**src/rtl/ex_mem_pkg.sv**
```systemverilog
// Shared types and payload layout helpers for the EX->MEM pipeline register.
// Optional stall counter is enabled with EX_MEM_STALL_CNT_EN.
package ex_mem_pkg;

    typedef enum logic [1:0] {
        EMPTY = 2'd0,
        ONE   = 2'd1,
        TWO   = 2'd2
    } state_e;

    localparam int DBITS_DEF     = 32;
    localparam int REG_W_DEF     = 4;
    localparam int OP_BITS_DEF   = 4;
    localparam int FUNC_BITS_DEF = 4;

    // Payload packs as {op, func, result, rd, wrReg}, wrReg at bit 0.
    function automatic int payload_w(int ob, int fb, int db, int rb);
        return ob + fb + db + rb + 1;
    endfunction

    function automatic int rd_off();
        return 1;
    endfunction

    function automatic int res_off(int rb);
        return 1 + rb;
    endfunction

    function automatic int func_off(int rb, int db);
        return 1 + rb + db;
    endfunction

    function automatic int op_off(int rb, int db, int fb);
        return 1 + rb + db + fb;
    endfunction

    localparam int PAYLOAD_W =
        payload_w(OP_BITS_DEF, FUNC_BITS_DEF, DBITS_DEF, REG_W_DEF);

endpackage

```
**src/rtl/ex_mem_pipe_reg_payload.sv**
```systemverilog
// Load-enabled payload register with asynchronous active-high reset.
// Used for both the main and the skid entry of the EX->MEM register.
import ex_mem_pkg::*;

module pipe_payload_reg #(
    parameter int W = PAYLOAD_W
) (
    input  logic         clk,
    input  logic         reset,
    input  logic         load_i,
    input  logic [W-1:0] d_i,
    output logic [W-1:0] q_o
);

    logic [W-1:0] data_q;

    always_ff @(posedge clk or posedge reset) begin
        if (reset) begin
            data_q <= '0;
        end else if (load_i) begin
            data_q <= d_i;
        end
    end

    assign q_o = data_q;

endmodule

```
**src/rtl/ex_mem_pipe_reg.sv**
```systemverilog
// EX->MEM pipeline register: valid/ready handshake, 2-entry skid, flush.
// Define EX_MEM_STALL_CNT_EN to build the saturating back-pressure counter.
import ex_mem_pkg::*;

module ex_mem_pipe_reg #(
    parameter int DBITS               = DBITS_DEF,
    parameter int REG_INDEX_BIT_WIDTH = REG_W_DEF,
    parameter int OP_BITS             = OP_BITS_DEF,
    parameter int FUNC_BITS           = FUNC_BITS_DEF
) (
    input  logic                           clk,
    input  logic                           reset,
    input  logic                           flush,
    input  logic                           in_valid,
    output logic                           in_ready,
    input  logic [OP_BITS-1:0]             op,
    input  logic [FUNC_BITS-1:0]           func,
    input  logic [DBITS-1:0]               result,
    input  logic [REG_INDEX_BIT_WIDTH-1:0] rd,
    input  logic                           wrReg,
    output logic                           out_valid,
    input  logic                           out_ready,
    output logic [OP_BITS-1:0]             ME_op,
    output logic [FUNC_BITS-1:0]           ME_func,
    output logic [DBITS-1:0]               ME_result,
    output logic [REG_INDEX_BIT_WIDTH-1:0] ME_rd,
    output logic                           ME_wrReg,
    output logic [15:0]                    stall_cnt
);

    localparam int RB = REG_INDEX_BIT_WIDTH;
    localparam int PW = payload_w(OP_BITS, FUNC_BITS, DBITS, RB);
    localparam int RD_O = rd_off();
    localparam int RES_O = res_off(RB);
    localparam int FUNC_O = func_off(RB, DBITS);
    localparam int OP_O = op_off(RB, DBITS, FUNC_BITS);

    state_e        state_q, state_d;
    logic          in_ready_q;
    logic          main_ld, skid_ld, from_skid;
    logic [PW-1:0] in_pl, main_d, main_q, skid_q;

    assign in_pl = {op, func, result, rd, wrReg};

    always_comb begin
        state_d   = state_q;
        main_ld   = 1'b0;
        skid_ld   = 1'b0;
        from_skid = 1'b0;
        if (flush) begin
            state_d = EMPTY;
        end else begin
            unique case (state_q)
                EMPTY: begin
                    if (in_valid) begin
                        state_d = ONE;
                        main_ld = 1'b1;
                    end
                end
                ONE: begin
                    if (in_valid && out_ready) begin
                        main_ld = 1'b1;
                    end else if (in_valid) begin
                        state_d = TWO;
                        skid_ld = 1'b1;
                    end else if (out_ready) begin
                        state_d = EMPTY;
                    end
                end
                TWO: begin
                    if (out_ready) begin
                        state_d   = ONE;
                        main_ld   = 1'b1;
                        from_skid = 1'b1;
                    end
                end
                default: state_d = EMPTY;
            endcase
        end
    end

    assign main_d = from_skid ? skid_q : in_pl;

    // in_ready comes from a flop so out_ready never reaches it combinationally.
    always_ff @(posedge clk or posedge reset) begin
        if (reset) begin
            state_q    <= EMPTY;
            in_ready_q <= 1'b1;
        end else begin
            state_q    <= state_d;
            in_ready_q <= (state_d != TWO);
        end
    end

    pipe_payload_reg #(.W(PW)) u_main (
        .clk    (clk),
        .reset  (reset),
        .load_i (main_ld),
        .d_i    (main_d),
        .q_o    (main_q)
    );

    pipe_payload_reg #(.W(PW)) u_skid (
        .clk    (clk),
        .reset  (reset),
        .load_i (skid_ld),
        .d_i    (in_pl),
        .q_o    (skid_q)
    );

    assign in_ready  = in_ready_q;
    assign out_valid = (state_q != EMPTY);
    assign ME_op     = main_q[OP_O +: OP_BITS];
    assign ME_func   = main_q[FUNC_O +: FUNC_BITS];
    assign ME_result = main_q[RES_O +: DBITS];
    assign ME_rd     = main_q[RD_O +: RB];
    assign ME_wrReg  = main_q[0] & out_valid;

`ifdef EX_MEM_STALL_CNT_EN
    logic [15:0] stall_cnt_q;

    always_ff @(posedge clk or posedge reset) begin
        if (reset) begin
            stall_cnt_q <= '0;
        end else if (out_valid && !out_ready && stall_cnt_q != 16'hFFFF) begin
            stall_cnt_q <= stall_cnt_q + 16'd1;
        end
    end

    assign stall_cnt = stall_cnt_q;
`else
    assign stall_cnt = '0;
`endif

endmodule

```
**config.mk**
```make
export PLATFORM = sky130hd
export DESIGN_NAME = ex_mem_pipe_reg
export DESIGN_NICKNAME = d
export VERILOG_FILES = /design/src/rtl/ex_mem_pkg.sv /design/src/rtl/ex_mem_pipe_reg_payload.sv /design/src/rtl/ex_mem_pipe_reg.sv
export SDC_FILE = /design/constraint.sdc
export NUM_CORES = 1
export LEC_CHECK = 0
export CAP_MARGIN = 30
export CORE_MARGIN = 2
export CORE_UTILIZATION = 33
export CTS_CLUSTER_SIZE = 30
export DETAILED_ROUTE_END_ITERATION = 8
export SLEW_MARGIN = 20
export SYNTH_ARGS = -nofsm -noshare
export SYNTH_HDL_FRONTEND = slang
export SYNTH_SLANG_ARGS = --single-unit
```
**constraint.sdc**
```tcl
create_clock -name clk -period 2.56 [get_ports clk]
set_input_delay 0.384 -clock clk [delete_from_list [all_inputs] [get_ports clk]]
set_output_delay 0.384 -clock clk [all_outputs]
set_load 0.03 [all_outputs]
```
==> results.txt, run 1 <==
Share of the clock period used by the worst path after layout: 0.9074. The H-tree was split into 3 levels. The post-synthesis average cell area came out at 14.13 um^2.

In the post-synthesis netlist, the biggest area contributors are sky130_fd_sc_hd__dfrtp_1, sky130_fd_sc_hd__mux2_2, sky130_fd_sc_hd__buf_4. The synthesis-stage register bit count was 93; the number of buffers inserted for hold repair after clock tree synthesis was 0. Ratio of cells with drive above 1 in the final layout: 0.4271. The area of the core is 0.01335 mm^2.

Entering global routing, the biggest net connects 60 pins. In the synthesized netlist, the number of instances is 321. At the end of routability-driven placement, the weighted congestion stood at 0.6638. TritonCTS built the clock tree.

Post-CTS repair changed the size of 0 cells. From synthesis to final layout, the design area changed by 25.15%. The run finished with clean final reports. The post-CTS clock slew at the launch and capture registers of the worst setup and hold paths was 0.06 ns. Number of global-route vias before repair: 2,705.

After legalization and detailed placement, the total HPWL measured 5.730 mm. The arrival time of data at the critical path endpoint came out at 1.94 ns. Total count of max-transition violations in the final report: 0. Once layout is done, the placed cells without fillers occupy 0.005678 mm^2. In this run the cell area measured after placement is 0.005350 mm^2.

The biggest area contributor in the post-synthesis netlist is sky130_fd_sc_hd__dfrtp_1. Summed over all cells, the static leakage comes to 2.344 nW. The initial standard-cell utilization of the core was 0.3399; the total design power was 0.004649 W.

Minimum clock period: 2.323 ns. 0 antenna diodes ended up in the layout. Sorting the synthesized cells by how often they occur yields sky130_fd_sc_hd__mux2_2, sky130_fd_sc_hd__dfrtp_1, sky130_fd_sc_hd__buf_4. The combinational fraction of design power is 0.258, and the number of failing hold endpoints at the final stage is 0.

The most frequent cell after synthesis was sky130_fd_sc_hd__mux2_2. After detailed routing, the average wire length per cell comes to 15.38 um. After detailed routing, the number of remaining DRC violations is 0.

The power per cell area came out at 818.7 mW/mm^2. The mapped netlist covers 0.004537 mm^2. The first-pass iteration count of the detailed router was 4.

The internal power of the cells totals 0.003357 W. The share of total power consumed by net switching was 0.2779; the count of synthesis-stage warnings from yosys was 0. The final layout contains 429 nets.

Port buffering added 96 buffers. The post-synthesis sequential area ratio is 0.5132, and the number of nets with antenna violations after routing is 0. The number of antenna violations at the first check in global routing is 0, and the die boundary width is 121.3 um. STA classifies the critical path startpoint as a flop.

The first global-routing pass estimated 13.66 mm of wire. Once the clock tree was built, the setup fixing pass inserted 0 buffers. STA puts the critical path data required time at 2.18 ns. The worst hold path belongs to the class reg -> reg.

Clock latency on the worst-skew pair, taken at its later pin, is 0.34 ns. In this run the clock root is driven by a sky130_fd_sc_hd__clkbuf_16. Using the TritonRoute via totals, the vias-per-cell ratio works out to 4.530.

Final number of setup-violating endpoints: 0. The most common flop cell mapped by yosys was sky130_fd_sc_hd__dfrtp_1. For the number of vias in the routed layout, the log shows 2,537.

Setup repair after global routing left no endpoint under its margin. The class of the most critical setup path is reg -> out. Total negative setup slack: 0 ns. Measured along the y axis, the die boundary spans 121.3 um. The number of synthesized flops with an enable pin is 0, and the number of DRC markers in iteration 0 is 107. Summed over all layers, the global routing overflow is 0. The setup check on the worst reg-to-reg path leaves a slack of 0.56 ns. The number of clock buffers added by TritonCTS is 9.

The total global routing track utilization was 0.1232. The max capacitance violation total came out at 0. The worst slack on hold paths is 0.4817 ns. The sequential share of power was 0.429; the worst-case vdd ir drop was 512.3 uV. The analysis attributes to net switching a power of 0.001292 W.

The proportion of netlist area held by the largest area contributor is 0.5074. The logs give 0.313 for the clock group share of total power and 8.612 mm for the wire length reported by the detailed router. The run gives 93 as the number of sinks on the clock net. The logs give 113 for the count of boundary I/O pins and 0.1285 ns for the pre-CTS setup slack. The die covers 0.01470 mm^2. The tools report the capturing element type of the critical path as an output port. In this run, distinct cell masters in the synthesized netlist total 24. Clock skew on the completed layout was measured at 0.007085 ns.

The largest fanout of any net on the critical path came out at 7. The row count is 42. For this run, the top clock speed supported by timing is 0.4305 GHz.

No sink is reached through more buffers than the 2 on the longest clock path. Setup slack on the critical path of the routed design comes to 0.2371 ns. The fraction of synthesis flops using an asynchronous set or reset pin came out at 1.000.
## cell usage in the layout, fill, tap and decap left out, drive strengths merged
master,netlist,routed
nor3,1,1
nand4bb,1,1
dfstp,1,1
nor2,2,2
nor2b,1,1
mux2,135,135
clkbuf,0,13
clkinvlp,0,2
or2,1,1
nand2b,1,1
clkdlybuf4s50,0,96
and2,1,1
buf,74,10
o21ba,1,1
nor4bb,1,1
nand2,1,1
a21oi,1,1
or3b,1,1
bufinv,0,2
o31ai,1,1
nand3,1,1
dfrtp,92,92
mux2i,2,2
conb,1,16
## stage by stage
| step | cells | util |
|---|---|---|
| floorplan | 336 | - |
| global placement | 544 | 0.4008 |
| detailed placement | 544 | 0.4008 |
| CTS | 560 | 0.4254 |
| global route | 560 | 0.4254 |
| finish | 560 | 0.4254 |
## final cells by class
| cell class | count | area [um^2] |
|---|---|---|
| sequential | 93 | 2328 |
| fill | 1265 | 7670 |
| timing repair buffer | 106 | 1061 |
| clock buffer | 13 | 260.3 |
| clock inverter | 3 | 67.56 |
| tap | 176 | 220.2 |
| multi-input combinational | 168 | 1733 |
| inverter | 1 | 7.507 |
## power by group through the flow
stage | Sequential (W) | Clock (W) | Combinational (W)
2_1_floorplan | 0.00196 | 0 | 0.00100
3_3_place_gp | 0.00200 | 0 | 0.00119
3_5_place_dp | 0.00202 | 0 | 0.00122
4_1_cts | 0.00200 | 0.00151 | 0.00122
5_1_grt | 0.00204 | 0.00157 | 0.00128
6_report | 0.00199 | 0.00145 | 0.00120
## logic make-up after synthesis
logic type      count (synthesis)  share of synthesized area
mux                           137                     0.3395
flops                          93                     0.5132
buf+inv                        75                     0.1216
simple gates                   12                    0.01682
compound gates                  3                   0.007997
other cells                     1                  0.0008266
## worst paths after layout
kind	depth (start not counted)	start	to
max in group asynchronous	3	reset	u_skid.q_o[36]$_DFFE_PP0P_
min in group asynchronous	3	reset	u_main.q_o[20]$_DFFE_PP0P_
max reg2reg	4	state_q[0]$_DFF_PP0_	u_main.q_o[43]$_DFFE_PP0P_
max	3	state_q[0]$_DFF_PP0_	ME_wrReg
min	1	u_main.q_o[36]$_DFFE_PP0P_	u_main.q_o[36]$_DFFE_PP0P_
min reg2reg	1	u_main.q_o[36]$_DFFE_PP0P_	u_main.q_o[36]$_DFFE_PP0P_
## registers in the layout, summed over array words and instances (netlist names)
register,count
in_ready,1
u_main.q_o,45
state_q,2
u_skid.q_o,45
## critical path: stages (launching register included)
cell                              delay, ns
sky130_fd_sc_hd__dfrtp_1               0.50
sky130_fd_sc_hd__or2_2                 0.36
sky130_fd_sc_hd__and2_1                0.15
sky130_fd_sc_hd__clkdlybuf4s50_1       0.59
## metal layers
metal / vias to the layer above / GRT usage / share of wire
met5: - / 0 / 0
met4: 0 / 0.03736 / 0.0073
met2: 83 / 0.2142 / 0.49
met1: 1298 / 0.1304 / 0.42
li1: 1150 / - / -
met3: 6 / 0.06203 / 0.084
(Power assumes the default switching activity.)
==> run 2, diff against run 1 <==
--- a/config.mk
+++ b/config.mk
@@ -6,7 +6,7 @@
 export NUM_CORES = 1
 export LEC_CHECK = 0
 export CAP_MARGIN = 30
-export CORE_MARGIN = 2
+export CORE_MARGIN = 4
 export CORE_UTILIZATION = 33
 export CTS_CLUSTER_SIZE = 30
 export DETAILED_ROUTE_END_ITERATION = 8
==> run 2 against run 1 <==
Design area rose by 0.35%. Power is 0.30% lower. First-iteration DRC count decreased by 53%. Via count fell by 2.4%. Combinational power about the same. Sequential share of layout area is 0.14 points lower. Register-to-register slack gained 0.04 ns. Clock power about the same. Routed wire length down 3.5%. Utilization rose by 0.15 points. Largest power group unchanged. Highest routed layer unchanged.
==> results.txt, run 2 (same netlist as run 1, synthesis figures left out) <==
The run finished with clean final reports. The largest fanout of any net on the critical path was 7 (unchanged). The number of clock buffers inserted by TritonCTS was 9 (unchanged); the DRC violation count after routing was 0 (unchanged). Arrival time of data at the critical path endpoint: 1.96 ns (+0.02 ns). The die boundary width works out to 125.3 um (+3.3%).

The tightest min-delay check is of the reg -> reg type. The global placer's final weighted congestion is 0.7166 (+8.0%), and the deepest clock path buffer count is 2 (unchanged). The tools report the number of sinks on the clock net as 93 (unchanged). The row count is 42 (unchanged), and the first-pass GRT wire length is 13.81 mm (+1.1%). The number of global-route vias before repair came out at 2,748 (+1.6%).

The number of failing hold endpoints at the final stage is 0 (unchanged), and the number of inserted diodes is 0 (unchanged). For the depth of the CTS H-tree, the log shows 3 (unchanged). For the number of nets with antenna violations after routing, the log shows 0 (unchanged). The vertical extent of the die is 125.3 um (+3.3%). The total die area was 0.01569 mm^2 (+6.7%); the number of antenna violations at the first check in global routing was 0 (unchanged). Post-DP HPWL: 5.532 mm (-3.4%). The logs give 3 (-1) for the first-pass iteration count of the detailed router and 0 (unchanged) for the total count of max-transition violations in the final report.

The logs give 427 (-0.47%) for the number of nets in the layout and 0 (unchanged) for the setup fix buffers added after clock tree synthesis. The logs give 0.001733 mm^2 (unchanged) for the area used by multi-input combinational logic and 0.002328 mm^2 (unchanged) for the sequential cell area in the final layout. Pin count of the biggest net entering global routing: 94 (+57%). Wire length reported by the detailed router: 8.307 mm (-3.5%).

The standby leakage power is 2.332 nW (-0.51%). The count of boundary I/O pins was 113 (unchanged). The routing usage on met2 is 0.1749 (-0.03924), and the number of vias in the routed layout is 2,477 (-2.4%). Setup repair after global routing left no endpoint under its margin. The area growth from synthesis to layout is 25.59%. For the total design power, the log shows 0.004635 W (-0.30%). Total congestion overflow after global routing: 0 (unchanged). The ratio of cells with drive above 1 in the final layout was 0.4293 (+0.002236); the fill cell total of the finished layout was 1,245 (-1.6%). The tools report the number of DRC markers in iteration 0 as 50 (-53%).

The library cells used most frequently in the layout, excluding fill and tap cells, are sky130_fd_sc_hd__mux2_2, sky130_fd_sc_hd__clkdlybuf4s50_1, sky130_fd_sc_hd__dfrtp_1, sky130_fd_sc_hd__conb_1, sky130_fd_sc_hd__clkbuf_16. The number of buffers inserted for hold repair after clock tree synthesis was 0 (unchanged); the clock latency on the worst-skew pair was 0.34 ns (about the same). Initial standard-cell utilization of the core: 0.3399 (unchanged). The max capacitance violation total was 0 (unchanged); the count of port buffers added during placement was 96 (unchanged). The tools report the capturing element type of the critical path as an output port. The final setup slack of the worst path is 0.2199 ns (-0.01717 ns). The worst setup path is launched from a flop. The commonest non-fill, non-tap cell in the layout was sky130_fd_sc_hd__mux2_2. Post-CTS clock slew at the launch and capture registers of the worst setup and hold paths: 0.07 ns (about the same). Library cell used as clock root buffer: sky130_fd_sc_hd__clkbuf_16.

The minimum clock period was 2.340 ns (+0.01717 ns). The tools report the total negative setup slack as 0 ns (unchanged). The final number of setup-violating endpoints came out at 0 (unchanged).

The number of vias per cell works out to 4.439 (-2.0%). For the worst-case vdd ir drop, the log shows 464.6 uV (-9.3%). By startpoint and endpoint, the worst setup path is classified as reg -> out. Most heavily used metal layer in global routing: met2. Endpoint required time on the critical path: 2.18 ns (about the same).

TritonCTS built the clock tree. The count of cells resized by post-cts repair was 0 (unchanged); the area of the core was 0.01335 mm^2 (unchanged). For the pre-CTS setup slack, the log shows 0.1976 ns (+0.06912 ns).

The maximum achievable frequency was 0.4273 GHz (-0.73%); the total global routing track utilization was 0.1092 (-0.01403). The global-route met1 utilization is 0.1373 (+0.006828). The worst setup skew after layout was 0.007238 ns (+0.0001524 ns); the power per cell area was 813.4 mW/mm^2 (-0.65%). The average wire per standard cell is 14.89 um (-3.2%). The share of the clock period used by the worst path after layout was 0.9141 (+0.006709); the global-route track usage on met3 was 0.03241 (-0.02962).
[run 2: changes by cell type in the layout (fill, tap and decap cells not counted), sizes merged]
| cell | previous run | this run |
|---|---|---|
| buf | 10 | 8 |
| clkbuf | 13 | 9 |
| clkinv | 0 | 2 |
| clkinvlp | 2 | 4 |
[run 2: through the flow]
stage	hold WS [ns]	instances	utilization	cell area [um^2]
final	0.4863	558	0.4269	5698
after global routing	0.5023	558	0.4269	5698
after CTS	0.4916	558	0.4269	5698
after detailed placement	0.4766	542	0.4025	5373
after global placement	0.4807	542	0.4025	5373
after floorplan	0.4548	336	-	4597
[run 2: path summary, 6_finish.rpt]
path                       slack [ns]                    endpoint  cells past startpoint                        from
hold / removal                   0.49  u_main.q_o[36]$_DFFE_PP0P_                      1  u_main.q_o[36]$_DFFE_PP0P_
min in group asynchronous        0.51  u_main.q_o[41]$_DFFE_PP0P_                      3                       reset
setup reg to reg                 0.60  u_main.q_o[39]$_DFFE_PP0P_                      4        state_q[0]$_DFF_PP0_
max in group asynchronous        1.66          in_ready$_DFF_PP1_                      3                       reset
hold reg to reg                  0.49  u_main.q_o[36]$_DFFE_PP0P_                      1  u_main.q_o[36]$_DFFE_PP0P_
setup / recovery                 0.22                    ME_wrReg                      3        state_q[0]$_DFF_PP0_
[run 2: cell type report]
cell class | count | share of cell area
clock buffer | 9 | 0.03953
timing repair buffer | 104 | 0.1902
tap | 176 | 0.03865
inverter | 1 | 0.001318
clock inverter | 7 | 0.01757
multi-input combinational | 168 | 0.3041
sequential | 93 | 0.4087
[run 2: power by group]
part	switching (W)	total, W	internal, W
clock	0.000574	0.00143	0.000858
sequential	0.000175	0.00199	0.00182
combinational	0.000575	0.00121	0.000633
[run 2: layer usage]
metal  vias up  routed length (um)
li1       1155                   -
met2        81                3880
met3        10                 482
met5         -                   0
met4         0                 163
met1      1231                3781
[run 2: critical path: stages (launching register included)]
cell                              delay [ns]
sky130_fd_sc_hd__dfrtp_1                0.51
sky130_fd_sc_hd__or2_2                  0.36
sky130_fd_sc_hd__and2_1                 0.16
sky130_fd_sc_hd__clkdlybuf4s50_1        0.59
